`src/rtl/booth_div_seq.sv`:
```
// booth_div_seq: sequential signed divider, 2N-bit dividend by N-bit divisor.
// Radix-2 restoring iteration on magnitudes (one quotient bit per clock),
// followed by a sign fix-up: truncation toward zero, remainder takes the
// sign of the dividend.
//
// Optional feature (macro BOOTH_DIV_SATURATE_EN):
//   defined   : on overflow Qo saturates toward the sign of the true quotient
//               (sign of the dividend for divide by zero), R = 0.
//   undefined : on overflow Qo = 0, R = 0. Flags are identical in both builds.
//
// Ports:
//   clk    rising-edge clock
//   rst    synchronous active-high reset
//   start  request, sampled only in IDLE
//   D      signed 2N-bit dividend, captured on the accepted start edge
//   M      signed N-bit divisor, captured on the accepted start edge
//   Qo     signed N-bit quotient (registered)
//   R      signed N-bit remainder (registered)
//   busy   operation in progress
//   done   one-cycle pulse when Qo/R/ovf/dz are valid
//   ovf    quotient not representable in N bits, or divide by zero
//   dz     divisor was zero
module booth_div_seq #(
   parameter int unsigned N = 8
) (
   input  logic           clk,
   input  logic           rst,
   input  logic           start,
   input  logic [2*N-1:0] D,
   input  logic [N-1:0]   M,
   output logic [N-1:0]   Qo,
   output logic [N-1:0]   R,
   output logic           busy,
   output logic           done,
   output logic           ovf,
   output logic           dz
);

   localparam int unsigned DW = 2 * N;
   localparam int unsigned CW = (N > 1) ? $clog2(N) : 1;
   localparam logic [CW-1:0] CNT_LAST = CW'(N - 1);
   // Most negative N-bit value, also the largest negative quotient magnitude.
   localparam logic [N-1:0] Q_LIM = {1'b1, {(N-1){1'b0}}};

   localparam logic [2:0] S_IDLE = 3'd0;
   localparam logic [2:0] S_LOAD = 3'd1;
   localparam logic [2:0] S_CALC = 3'd2;
   localparam logic [2:0] S_FIX  = 3'd3;
   localparam logic [2:0] S_DONE = 3'd4;

   logic [2:0]    state_q, state_d;
   logic [DW-1:0] dd_q,    dd_d;
   logic [N-1:0]  mm_q,    mm_d;
   logic [N-1:0]  absm_q,  absm_d;
   logic [N-1:0]  prem_q,  prem_d;
   logic [N-1:0]  sreg_q,  sreg_d;
   logic [CW-1:0] cnt_q,   cnt_d;
   logic          sq_q,    sq_d;
   logic          sr_q,    sr_d;
   logic [N-1:0]  qo_q,    qo_d;
   logic [N-1:0]  r_q,     r_d;
   logic          busy_q,  busy_d;
   logic          done_q,  done_d;
   logic          ovf_q,   ovf_d;
   logic          dz_q,    dz_d;

   logic [DW-1:0] absd;
   logic [N-1:0]  absm;
   logic [N:0]    trial;
   logic          trial_ge;
   logic          rng_ovf;
   logic          ovf_all;

   // State register and datapath flops.
   always_ff @(posedge clk) begin
      if (rst) begin
         state_q <= S_IDLE;
         dd_q    <= '0;
         mm_q    <= '0;
         absm_q  <= '0;
         prem_q  <= '0;
         sreg_q  <= '0;
         cnt_q   <= '0;
         sq_q    <= 1'b0;
         sr_q    <= 1'b0;
         qo_q    <= '0;
         r_q     <= '0;
         busy_q  <= 1'b0;
         done_q  <= 1'b0;
         ovf_q   <= 1'b0;
         dz_q    <= 1'b0;
      end else begin
         state_q <= state_d;
         dd_q    <= dd_d;
         mm_q    <= mm_d;
         absm_q  <= absm_d;
         prem_q  <= prem_d;
         sreg_q  <= sreg_d;
         cnt_q   <= cnt_d;
         sq_q    <= sq_d;
         sr_q    <= sr_d;
         qo_q    <= qo_d;
         r_q     <= r_d;
         busy_q  <= busy_d;
         done_q  <= done_d;
         ovf_q   <= ovf_d;
         dz_q    <= dz_d;
      end
   end

   // Next-state and datapath logic.
   always_comb begin
      state_d = state_q;
      dd_d    = dd_q;
      mm_d    = mm_q;
      absm_d  = absm_q;
      prem_d  = prem_q;
      sreg_d  = sreg_q;
      cnt_d   = cnt_q;
      sq_d    = sq_q;
      sr_d    = sr_q;
      qo_d    = qo_q;
      r_d     = r_q;
      busy_d  = busy_q;
      done_d  = 1'b0;
      ovf_d   = ovf_q;
      dz_d    = dz_q;
      rng_ovf = 1'b0;
      ovf_all = 1'b0;

      absd     = dd_q[DW-1] ? (~dd_q + DW'(1)) : dd_q;
      absm     = mm_q[N-1]  ? (~mm_q + N'(1))  : mm_q;
      trial    = {prem_q, sreg_q[N-1]};
      trial_ge = (trial >= {1'b0, absm_q});

      case (state_q)
         S_IDLE: begin
            if (start) begin
               dd_d    = D;
               mm_d    = M;
               ovf_d   = 1'b0;
               dz_d    = 1'b0;
               busy_d  = 1'b1;
               state_d = S_LOAD;
            end
         end

         S_LOAD: begin
            sq_d    = dd_q[DW-1] ^ mm_q[N-1];
            sr_d    = dd_q[DW-1];
            absm_d  = absm;
            prem_d  = absd[DW-1:N];
            sreg_d  = absd[N-1:0];
            cnt_d   = CNT_LAST;
            state_d = S_CALC;
            // Fault exits pass through a single idle CALC slot so every
            // early termination has the same fixed latency.
            if (mm_q == '0) begin
               dz_d  = 1'b1;
               ovf_d = 1'b1;
               cnt_d = '0;
            end else if (absd[DW-1:N] >= absm) begin
               ovf_d = 1'b1;
               cnt_d = '0;
            end
         end

         S_CALC: begin
            if (!ovf_q) begin
               prem_d = trial_ge ? N'(trial - {1'b0, absm_q}) : trial[N-1:0];
               sreg_d = {sreg_q[N-2:0], trial_ge};
            end
            if (cnt_q == '0) begin
               state_d = S_FIX;
            end else begin
               cnt_d = cnt_q - CW'(1);
            end
         end

         S_FIX: begin
            // Negative quotients may reach one more magnitude than positive.
            rng_ovf = sq_q ? (sreg_q > Q_LIM) : sreg_q[N-1];
            ovf_all = ovf_q | rng_ovf;
            ovf_d   = ovf_all;
            if (ovf_all) begin
`ifdef BOOTH_DIV_SATURATE_EN
               qo_d = (dz_q ? sr_q : sq_q) ? Q_LIM : ~Q_LIM;
`else
               qo_d = '0;
`endif
               r_d  = '0;
            end else begin
               qo_d = sq_q ? (~sreg_q + N'(1)) : sreg_q;
               r_d  = sr_q ? (~prem_q + N'(1)) : prem_q;
            end
            busy_d  = 1'b0;
            done_d  = 1'b1;
            state_d = S_DONE;
         end

         S_DONE: begin
            state_d = S_IDLE;
         end

         default: begin
            state_d = S_IDLE;
            busy_d  = 1'b0;
         end
      endcase
   end

   assign Qo   = qo_q;
   assign R    = r_q;
   assign busy = busy_q;
   assign done = done_q;
   assign ovf  = ovf_q;
   assign dz   = dz_q;

endmodule

```
`config.mk`:
```
export PLATFORM = sky130hd
export DESIGN_NAME = booth_div_seq
export DESIGN_NICKNAME = d
export VERILOG_FILES = /design/src/rtl/booth_div_seq.sv
export SDC_FILE = /design/constraint.sdc
export NUM_CORES = 1
export LEC_CHECK = 0
export CAP_MARGIN = 20
export CORE_MARGIN = 4
export CORE_UTILIZATION = 40
export DETAILED_ROUTE_END_ITERATION = 8
export GPL_ROUTABILITY_DRIVEN = 0
export PLACE_DENSITY = 0.68
export SYNTH_ARGS = -nofsm -noshare
export SYNTH_HDL_FRONTEND = slang
export SYNTH_SLANG_ARGS = --single-unit
```
`constraint.sdc`:
```
create_clock -name clk -period 8.75 [get_ports clk]
set_input_delay 1.75 -clock clk [delete_from_list [all_inputs] [get_ports clk]]
set_output_delay 1.75 -clock clk [all_outputs]
set_load 0.02 [all_outputs]
```
### Word-level counts from Yosys, hierarchy flattened

Cells that the tools add are included.
Widths: inputs -> output; s select.

| word-level totals | value |
|---|---|
| bits in registers | 76 |
| bits of input ports | 27 |
| output and inout port bits | 20 |
| logic and storage cells | 83 |

| cells by class | value |
|---|---|
| add/subtract/negate cells | 6 |
| $lt $le $gt $ge | 3 |
| eq/ne operators | 10 |
| multiplexer cells | 28 |
| bitwise logic cells | 7 |
| reduce and logical (&&, ||, !) cells | 14 |

Operator list:

| kind | number |
|---|---|
| $mux 8 | 8 |
| $pmux 8 s2 | 2 |
| $add 8x1->8 const B | 3 |
| $not 8->8 | 3 |
| $add 16x1->16 const B | 1 |
| $mux 16 | 1 |
| $not 16->16 | 1 |
| $mux 3 | 5 |
| $pmux 3 s4 | 1 |
| $ne 2x2->1 const B | 5 |
| $reduce_and 2->1 | 5 |
| $ge 9x8->1 | 1 |
| $ge 8x8->1 | 1 |
| $gt 8x8->1 const B | 1 |
| $logic_not 8->1 | 1 |
| $sub 8x8->8 | 1 |
| $mux 1 | 7 |
| $eq 3x2->1 const B | 2 |
| $logic_not 3->1 | 2 |
| $pmux 3 s2 | 1 |
| $reduce_and 3->1 | 2 |
| $pmux 1 s2 | 2 |
| $reduce_bool 2->1 | 2 |
| $eq 3x1->1 const B | 1 |
| other kinds (9) | 9 |

### Longest topological paths before layout

Gate-level depths: netlist of the first run.

| depth | value |
|---|---|
| word-level depth | 7 |
| mapped depth | 12 |

### Least setup slack after synthesis of the first run

OpenSTA, ideal clock, no wires.

| timing path | value |
|---|---|
| kind | register to register |
| start point | reg dd_q[3] |
| end point | reg cnt_q[1] |
| library setup time | 0.086 ns |
| data arrival time | 3.041 ns |
| required time | 8.664 ns |
| slack | 5.623 ns |
| stages on the path, launching flop included | 12 |
| period minus slack after synthesis | 3.127 ns |
| cell sequence | dfxtp_1 or4_4 or4_1 buf_2 o41a_1 xor2_1 ha_1 o21ai_0 a21oi_1 a211oi_1 a211oi_1 a211oi_1 |

| between the ends | value |
|---|---|
| word-level cells in the longest chain between the ends | 7 |

Ends and longest elaborated chain:

| element | RTL line | text |
|---|---|---|
| from (decl) | 52 | `logic [DW-1:0] dd_q, dd_d;` |
| from (signal assigned) | 78 | `dd_q <= '0;` |
| from (signal assigned) | 94 | `dd_q <= dd_d;` |
| $not 16->16 | 131 | `absd = dd_q[DW-1] ? (~dd_q + DW'(1)) : dd_q;` |
| $add 16x1->16 | 131 |  |
| $mux 16 | 131 |  |
| $ge 8x8->1 | 162 | `end else if (absd[DW-1:N] >= absm) begin` |
| $mux 3 | 162 |  |
| $mux 3 | 158 | `if (mm_q == '0) begin` |
| $pmux 3 s2 | 136 | `case (state_q)` |
| to (signal assigned) | 99 | `cnt_q <= cnt_d;` |
| to (decl) | 57 | `logic [CW-1:0] cnt_q, cnt_d;` |

Every way passes these cells.
A chain may end at the register's enable or synchronous reset.

### Final worst setup path of the first run

Ends and elaborated chain as after synthesis.

==> results.cfg, run 1 <==
[outcome]
status = finished, final reports clean

[pwr]
clock_power_share_pct = 26.7
p_int_mw = 0.6593
power_frac_comb_pct = 32.8
switching_share_pct = 36.35
peakVddDrop_mv = 0.09108
p_seq_share_pct = 40.4
leakage_nw = 1.826
power_density_nw_per_um2 = 209.1
switching_power_mw = 0.3765

[route]
viasPerCell = 5.343
num_vias = 3772
wl_per_cell_um = 14.21
wl_mm = 10.03
drc_errors = 0
drtAntennaViolNets = 0
drt_first_pass_iters = 4
first_iter_violations = 136

[min_path]
timing.hold.worst_path_depth = 2
hold_end = R[6]$_SDFFE_PP0P_
min_path_type = reg -> reg
worstHoldStart = R[6]$_SDFFE_PP0P_

[yosys]
synth-main-ff-cell = dfxtp_1
ys_types = 52
synth_top_area_cell = dfxtp_1
synth_warnings = 0
ys_ff_latch = 76
synth_nets = 585
synth_edf_count = 0
synthCells = 535
synth_area_leaders = dfxtp_1, nand2_1, ha_1, a21oi_1, nor2_1
async_flop_share_pct = 0
synth_top_cell_area_share_pct = 36.09
syn-cell-area_um2 = 4215
avgSynthCellArea_um2 = 7.879
synth_seq_area_share_pct = 36.09

[die]
rows = 37
fp.dieArea_um2 = 12240
die_x_um = 110.7
initial_utilization_pct = 41.02
die_y_um = 110.7
num_io_pins = 47
core_area_um2 = 10280

[final_layout]
drive_gt1_share_pct = 4.912
fin_nets = 615
area_growth_pct = 17.51
final_cell_mix = nand2_1, dfxtp_1, nor2_1, a21oi_1, clkdlybuf4s50_1
fin_area_um2 = 4954
layout_commonest_cell = nand2_1
antenna_cells = 0

[critical_path]
r2r_cells = 10
r2r_slack_ps = 5230
timing.rr.end = cnt_q[1]$_SDFFE_PP0P_
r2r-start = dd_q[3]$_SDFFE_PP0P_
cp-end-kind = flop
cp_max_fo = 6
cp-start-kind = flop
path_class = reg -> reg
cp_data_arrival_time_ps = 3790
critical_path_required_ps = 9020

[timing]
setup_viol = 0
drv_slew = 0
worstMarginPinSlew_ps = 732.2
finalSetupTns_ps = 0
final_hold_viol_count = 0
finalCritPeriodShare_pct = 40.23
period_needed_ps = 3520
fin_worst_skew_ps = 11.71
rsz0062_at_grt = false
max_freq_ghz = 0.2841
slew-limit-headroom_pct = 51.19

[placed_design]
io_buffers = 46
dp.final_hpwl_mm = 7.392
dpl-instance-area_um2 = 4738

[clock_tree]
post_cts_resized = 0
cts.sinks = 76
post-cts-setup-buffers = 0
cts_root_buffer = clkbuf_8
clkTransAtPathRegs_ps = 80
worstSkewPairLatency_ps = 360
cts_buffer_depth = 2
cts_buffers = 9
ctsHoldBuffers = 0
cts_tree = done
htreeDepth = 3

[global_route]
grt_usage_pct = 16.83
grt_start_max_net_pins = 71
busiest_layer = met2
overflow = 0
grt_pass1_vias = 3650
antenna_found_initial = 0
met3_usage_pct = 3.002
grtUsageMet2_pct = 26.58
grt_pass1_wl_mm = 17.44
gr-usage-met1_pct = 22.47

[run]
maxCapViolCount = 0
through the flow:
step / util, % / instances / setup WS (ps) / hold WS, ps / power [mW]
floorplan: - / 535 / 5623 / 440.6 / 0.6767
global placement: 46.10 / 688 / 5382 / 447.2 / 0.7489
detailed placement: 46.10 / 688 / 5259 / 457.8 / 0.7618
CTS: 48.05 / 704 / 5240 / 475.4 / 1.040
global route: 48.20 / 706 / 4982 / 511.2 / 1.106
finish: 48.20 / 706 / 5230 / 468.2 / 1.036
cells in the mapped netlist (2+ instances only):
library cell  count
nand2_1          88
dfxtp_1          76
a21oi_1          51
nor2_1           51
clkbuf_1         27
inv_1            23
ha_1             22
o21ai_0          20
a211oi_1         19
xnor2_1          19
xor2_1           16
a22oi_1          14
nand2b_1         10
o31ai_1          10
nor3_1            9
nor2b_1           7
a21o_1            6
a31oi_1           5
mux2i_1           4
nor4_1            4
a2111oi_0         3
and3_1            3
buf_1             3
nand3_1           3
nand4_1           3
o211ai_1          3
o21a_1            3
o41ai_1           3
or4_1             3
a32oi_1           2
and2_1            2
o221ai_1          2
o311ai_0          2
sequential cells by signal, indices dropped and copies added, names as in the netlist:
signal / cells
sq_q: 1
R: 8
sreg_q: 8
dz: 1
sr_q: 1
cnt_q: 3
dd_q: 16
state_q: 3
done: 1
ovf: 1
absm_q: 8
Qo: 8
prem_q: 8
mm_q: 8
busy: 1
power groups by stage:
stage	Clock (mW)	Combinational, mW	Sequential [mW]
final	0.277	0.340	0.419
after floorplan	0	0.267	0.410
after CTS	0.285	0.337	0.418
after global routing	0.298	0.383	0.425
after detailed placement	0	0.335	0.426
after global placement	0	0.325	0.424
cell type report:
class / instances / area (um^2)
fill: 1026 / 5324
inverter: 24 / 90.09
tap: 136 / 170.2
clock buffer: 11 / 141.4
clock inverter: 5 / 58.81
timing repair buffer: 50 / 485.5
sequential: 76 / 1521
multi-input combinational: 404 / 2486
how the worst max path moves through the flow:
| stage | slack (ps) | cells after the start | end | start |
|---|---|---|---|---|
| floorplan | 5620 | 11 | cnt_q[1]$_SDFFE_PP0P_ | dd_q[3]$_SDFFE_PP0P_ |
| global placement | 5380 | 5 | prem_q[5]$_SDFFE_PP0P_ | rst |
| detailed placement | 5260 | 10 | cnt_q[1]$_SDFFE_PP0P_ | dd_q[3]$_SDFFE_PP0P_ |
| CTS | 5240 | 10 | cnt_q[1]$_SDFFE_PP0P_ | dd_q[3]$_SDFFE_PP0P_ |
| global route | 4980 | 10 | cnt_q[1]$_SDFFE_PP0P_ | dd_q[3]$_SDFFE_PP0P_ |
| finish | 5230 | 10 | cnt_q[1]$_SDFFE_PP0P_ | dd_q[3]$_SDFFE_PP0P_ |
per-layer routing:
metal | vias up | wire length [um]
met3 | 21 | 524
li1 | 1935 | -
met1 | 1716 | 4822
met5 | - | 0
met2 | 100 | 4450
met4 | 0 | 233
cells by family after synthesis:
logic type / Yosys count / synth area share (%)
and+or+nand+nor: 189 / 20.09
AOI/OAI and AO/OA: 152 / 23.39
DFF: 76 / 36.09
buffers and inverters: 55 / 4.927
xor gates and xnor gates: 35 / 7.272
adders and majority gates: 23 / 7.005
muxes: 5 / 1.217
worst max-delay path: stages (launching register included):
cell	delay [ps]
dfxtp_1	360
or4_4	570
or4_1	550
o41a_1	430
xor2_1	220
ha_1	270
o21ai_0	140
a21oi_1	80
a211oi_1	420
a211oi_1	140
a211oi_1	250
Note: power is estimated with default switching activity, not from simulation.
==> run 2: changes to the inputs <==
==> constraint.sdc (replaced) <==
create_clock -name clk -period 3.3 [get_ports clk]
set_input_delay 0.66 -clock clk [delete_from_list [all_inputs] [get_ports clk]]
set_output_delay 0.66 -clock clk [all_outputs]
set_load 0.02 [all_outputs]
==> run 2 against run 1 <==
Sequential share of layout area fell by 0.54 points. Non-clock buffer count grew 8. Die area unchanged. Clock skew shrank 3.4 ps. Clock power grew to 2.5 times the previous value. Worst setup slack worse by 5100 ps. Worst hold slack better by 1.7 ps. Cell count up 1.1%. Largest cell class unchanged.
==> results.cfg, run 2 (synthesized netlist as in run 1, its figures left out) <==
[outcome]
status = finished, final reports clean

[route]
drt_first_pass_iters = 5
drtAntennaViolNets = 0
wl_mm = 10.19
first_iter_violations = 193
num_vias = 3797
drc_errors = 0
viasPerCell = 5.318
wl_per_cell_um = 14.27

[critical_path]
path_cells = or4_4 > or4_4 > o41a_1 > xor2_2 > ha_1 > a211oi_2 > o21ai_1 > a211oi_2 > buf_4 > nand2_1 > a31oi_1
cp-start-kind = flop
cpPeakStageDelay_ps = 550
critPathSlowestCell = or4_4
critical_path_required_ps = 3580
cp_max_fo = 5
r2r_slack_ps = 150
cp_data_arrival_time_ps = 3430
cp-end-kind = flop
path_class = reg -> reg

[timing]
max_freq_ghz = 0.3175
fin_worst_skew_ps = 8.276
worstMarginPinSlew_ps = 722.6
period_needed_ps = 3149
rsz0062_at_grt = false
finalCritPeriodShare_pct = 95.43
slew-limit-headroom_pct = 51.83
setup_viol = 0
final_hold_viol_count = 0
drv_slew = 0
holdWs_ps = 469.8

[placed_design]
io_buffers = 46
dp.final_hpwl_mm = 7.422
dpl-instance-area_um2 = 4813
dp_cells = 698

[global_route]
grt_start_max_net_pins = 69
grt_usage_pct = 16.83
grt_pass1_vias = 3652
antenna_found_initial = 0
overflow = 0
grt_pass1_wl_mm = 17.35

[final_layout]
area_growth_pct = 19.62
fin_area_um2 = 5042
layout_commonest_cell = nand2_1
instances_no_fill = 714
antenna_cells = 0
final_cell_mix = nand2_1, dfxtp_1, nor2_1, a21oi_1, clkdlybuf4s50_1
top_register = dd_q
largest_register_ff_count = 16
fin_nets = 623
drive_gt1_share_pct = 7.439

[run]
maxCapViolCount = 0

[clock_tree]
cts.sinks = 76
cts_tree = done
cts_buffers = 9
cts_buffer_depth = 2
worstSkewPairLatency_ps = 350
clkTransAtPathRegs_ps = 80
htreeDepth = 3
post-cts-setup-buffers = 0
cts_root_buffer = clkbuf_8

[pwr]
leakage_nw = 1.868
power_density_nw_per_um2 = 550.2
peakVddDrop_mv = 0.2584

[die]
core_area_um2 = 10280
die_x_um = 110.7
num_io_pins = 47
fp.dieArea_um2 = 12240
rows = 37
die_y_um = 110.7
initial_utilization_pct = 41.02

[min_path]
min_path_type = reg -> reg
run 2: where the power goes:
part / internal, mW / switching (mW) / leakage [nW]
sequential: 0.998 / 0.106 / 0.620
clock: 0.350 / 0.356 / 0.0927
combinational: 0.414 / 0.551 / 1.16
total: 1.76 / 1.01 / 1.87
run 2: cell type report:
class / count / area, um^2
fill: 1030 / 5235
multi-input combinational: 404 / 2524
sequential: 76 / 1521
timing repair buffer: 58 / 545.5
tap: 136 / 170.2
clock buffer: 10 / 127.6
inverter: 24 / 90.09
clock inverter: 6 / 63.81
run 2: what timing repair did:
item	in CTS	in global routing
hold endpoints to repair	0	0
setup endpoints to repair	1	4
resized for setup	1	9
pin swaps	0	2
cloned	0	0
hold buffers	0	0
run 2: final timing paths:
kind	startpoint	endpoint	cells after the start
setup / recovery	dd_q[3]$_SDFFE_PP0P_	cnt_q[0]$_SDFFE_PP0P_	11
hold / removal	R[6]$_SDFFE_PP0P_	R[6]$_SDFFE_PP0P_	2
setup reg to reg	dd_q[3]$_SDFFE_PP0P_	cnt_q[0]$_SDFFE_PP0P_	11
hold reg to reg	R[6]$_SDFFE_PP0P_	R[6]$_SDFFE_PP0P_	2
run 2: worst max-delay path, delay by kind of cell (launching register included):
kind	cells	cell delay [ps]
fa+ha+maj	1	220
xor+xnor	1	170
compound gates	5	1120
simple gates	3	1070
flops	1	320
buf+inv	1	170
run 2: metal layers:
metal	vias up	track usage (%)	part of all wire, %
met5	-	0	0
met4	0	6.158	1.7
met3	18	3.712	5.8
met2	103	26.70	46
met1	1723	22.48	46
li1	1953	-	-
run 2: stage by stage:
| step | setup WS (ps) | utilization, % | setup TNS [ps] | power (mW) |
|---|---|---|---|---|
| after floorplan | 173.3 | - | 0 | 1.794 |
| after global placement | 101.5 | 46.83 | 0 | 2.016 |
| after detailed placement | -4.486 | 46.83 | -4.486 | 2.047 |
| after CTS | 17.06 | 48.73 | 0 | 2.772 |
| after global routing | 26.71 | 49.06 | 0 | 2.967 |
| final | 150.8 | 49.06 | 0 | 2.775 |
==> run 3: changes to the inputs <==
--- a/config.mk
+++ b/config.mk
@@ -10,6 +10,7 @@
 export CORE_UTILIZATION = 40
 export DETAILED_ROUTE_END_ITERATION = 8
 export GPL_ROUTABILITY_DRIVEN = 0
+export MAX_ROUTING_LAYER = met4
 export PLACE_DENSITY = 0.68
 export SYNTH_ARGS = -nofsm -noshare
 export SYNTH_HDL_FRONTEND = slang
==> run 3 against run 2 <==
Worst setup slack better by 6.8 ps. Cell area did not move. Sequential power about the same. Power hardly changed. Critical path type unchanged. Largest power group unchanged.
==> results.cfg, run 3 (synthesized netlist as in run 1, its figures left out) <==
[outcome]
status = finished, final reports clean

[clock_tree]
cts.sinks = 76
ctsHoldBuffers = 0
worstSkewPairLatency_ps = 350
clkTransAtPathRegs_ps = 80
cts_root_buffer = clkbuf_8
htreeDepth = 3
post-cts-setup-buffers = 0
cts_buffers = 9
cts_buffer_depth = 2
cts_tree = done

[pwr]
peakVddDrop_mv = 0.2590
power_density_nw_per_um2 = 550.7
leakage_nw = 1.868
finalPower_mw = 2.777

[placed_design]
io_buffers = 46
dp.final_hpwl_mm = 7.422
dp_cells = 698

[timing]
period_needed_ps = 3142
worstMarginPinSlew_ps = 721.8
finalCritPeriodShare_pct = 95.23
setup_viol = 0
slew-limit-headroom_pct = 51.88
max_freq_ghz = 0.3182
rsz0062_at_grt = false
drv_slew = 0
fin_worst_skew_ps = 8.685
final_hold_viol_count = 0

[route]
drc_errors = 0
viasPerCell = 5.298
drt_first_pass_iters = 5
wl_per_cell_um = 14.29
first_iter_violations = 196
num_vias = 3783
drtAntennaViolNets = 0
wl_mm = 10.21

[die]
core_area_um2 = 10280
fp.dieArea_um2 = 12240
rows = 37
initial_utilization_pct = 41.02
die_x_um = 110.7
die_y_um = 110.7
num_io_pins = 47

[global_route]
grt_pass1_vias = 3659
grt_pass1_wl_mm = 17.36
antenna_found_initial = 0
grt_start_max_net_pins = 69
overflow = 0
grt_usage_pct = 17.32

[critical_path]
cp_data_arrival_time_ps = 3420
cp-end-kind = flop
cp-start-kind = flop
critical_path_required_ps = 3580
path_class = reg -> reg
cp_max_fo = 5
r2r_cells = 11

[final_layout]
layout_commonest_cell = nand2_1
fin_nets = 623
instances_no_fill = 714
top_register = dd_q
drive_gt1_share_pct = 7.439
antenna_cells = 0
multi_input_area_um2 = 2524
final_cell_mix = nand2_1, dfxtp_1, nor2_1, a21oi_1, clkdlybuf4s50_1
final_util_pct = 49.06
largest_register_ff_count = 16
fill_cells = 1030
regArea_um2 = 1521
area_growth_pct = 19.62

[min_path]
timing.hold.worst_path_depth = 2
min_path_type = reg -> reg

[run]
maxCapViolCount = 0
==> run 3: worst max-delay path: stages (launching register included) <==
cell and delay (ps):
dfxtp_1 320, or4_4 550, or4_4 460, o41a_1 420
xor2_2 170, ha_1 220, a211oi_2 170, o21ai_1 110
a211oi_2 260, buf_4 170, nand2_1 70, a31oi_1 160
==> run 3: worst paths after layout <==
kind | from | to | slack, ps
hold / removal | R[3]$_SDFFE_PP0P_ | R[3]$_SDFFE_PP0P_ | 470
hold reg to reg | R[3]$_SDFFE_PP0P_ | R[3]$_SDFFE_PP0P_ | 470
setup reg to reg | dd_q[3]$_SDFFE_PP0P_ | cnt_q[0]$_SDFFE_PP0P_ | 160
setup / recovery | dd_q[3]$_SDFFE_PP0P_ | cnt_q[0]$_SDFFE_PP0P_ | 160
==> run 3: per-stage QoR <==
stage / area (um^2) / setup TNS [ps] / worst slack (ps) / hold WS (ps)
6_report: 5042 / 0 / 157.5 / 470.0
5_1_grt: 5042 / 0 / 26.71 / 507.1
4_1_cts: 5009 / 0 / 17.06 / 473.5
3_5_place_dp: 4813 / -4.486 / -4.486 / 455.9
3_3_place_gp: 4813 / 0 / 101.5 / 440.6
2_1_floorplan: 4215 / 0 / 173.3 / 440.6
==> run 3: cell type report <==
type / count / share of cell area, %
Clock buffer: 10 / 2.531
Clock inverter: 6 / 1.266
Inverter: 24 / 1.787
Multi-Input combinational cell: 404 / 50.05
Sequential cell: 76 / 30.17
Tap cell: 136 / 3.375
Timing Repair Buffer: 58 / 10.82
==> run 3: timing repair <==
item / CTS / global route
resized for setup: 1 / 9
endpoints found under the setup margin: 1 / 4
pin swaps: 0 / 2
==> run 3: power breakdown <==
| part | internal, mW | total [mW] | switching, mW |
|---|---|---|---|
| clock | 0.350 | 0.709 | 0.359 |
| sequential | 0.998 | 1.10 | 0.107 |
| combinational | 0.414 | 0.963 | 0.550 |
| total | 1.76 | 2.78 | 1.02 |
==> run 3: routing by layer <==
metal  vias up  global-route usage, %  wire length [um]
met5         -                      -                 0
met2        87                  26.70              4726
met4         0                  6.158               126
met3        14                  3.603               573
li1       1953                      -                 -
met1      1729                  22.58              4779
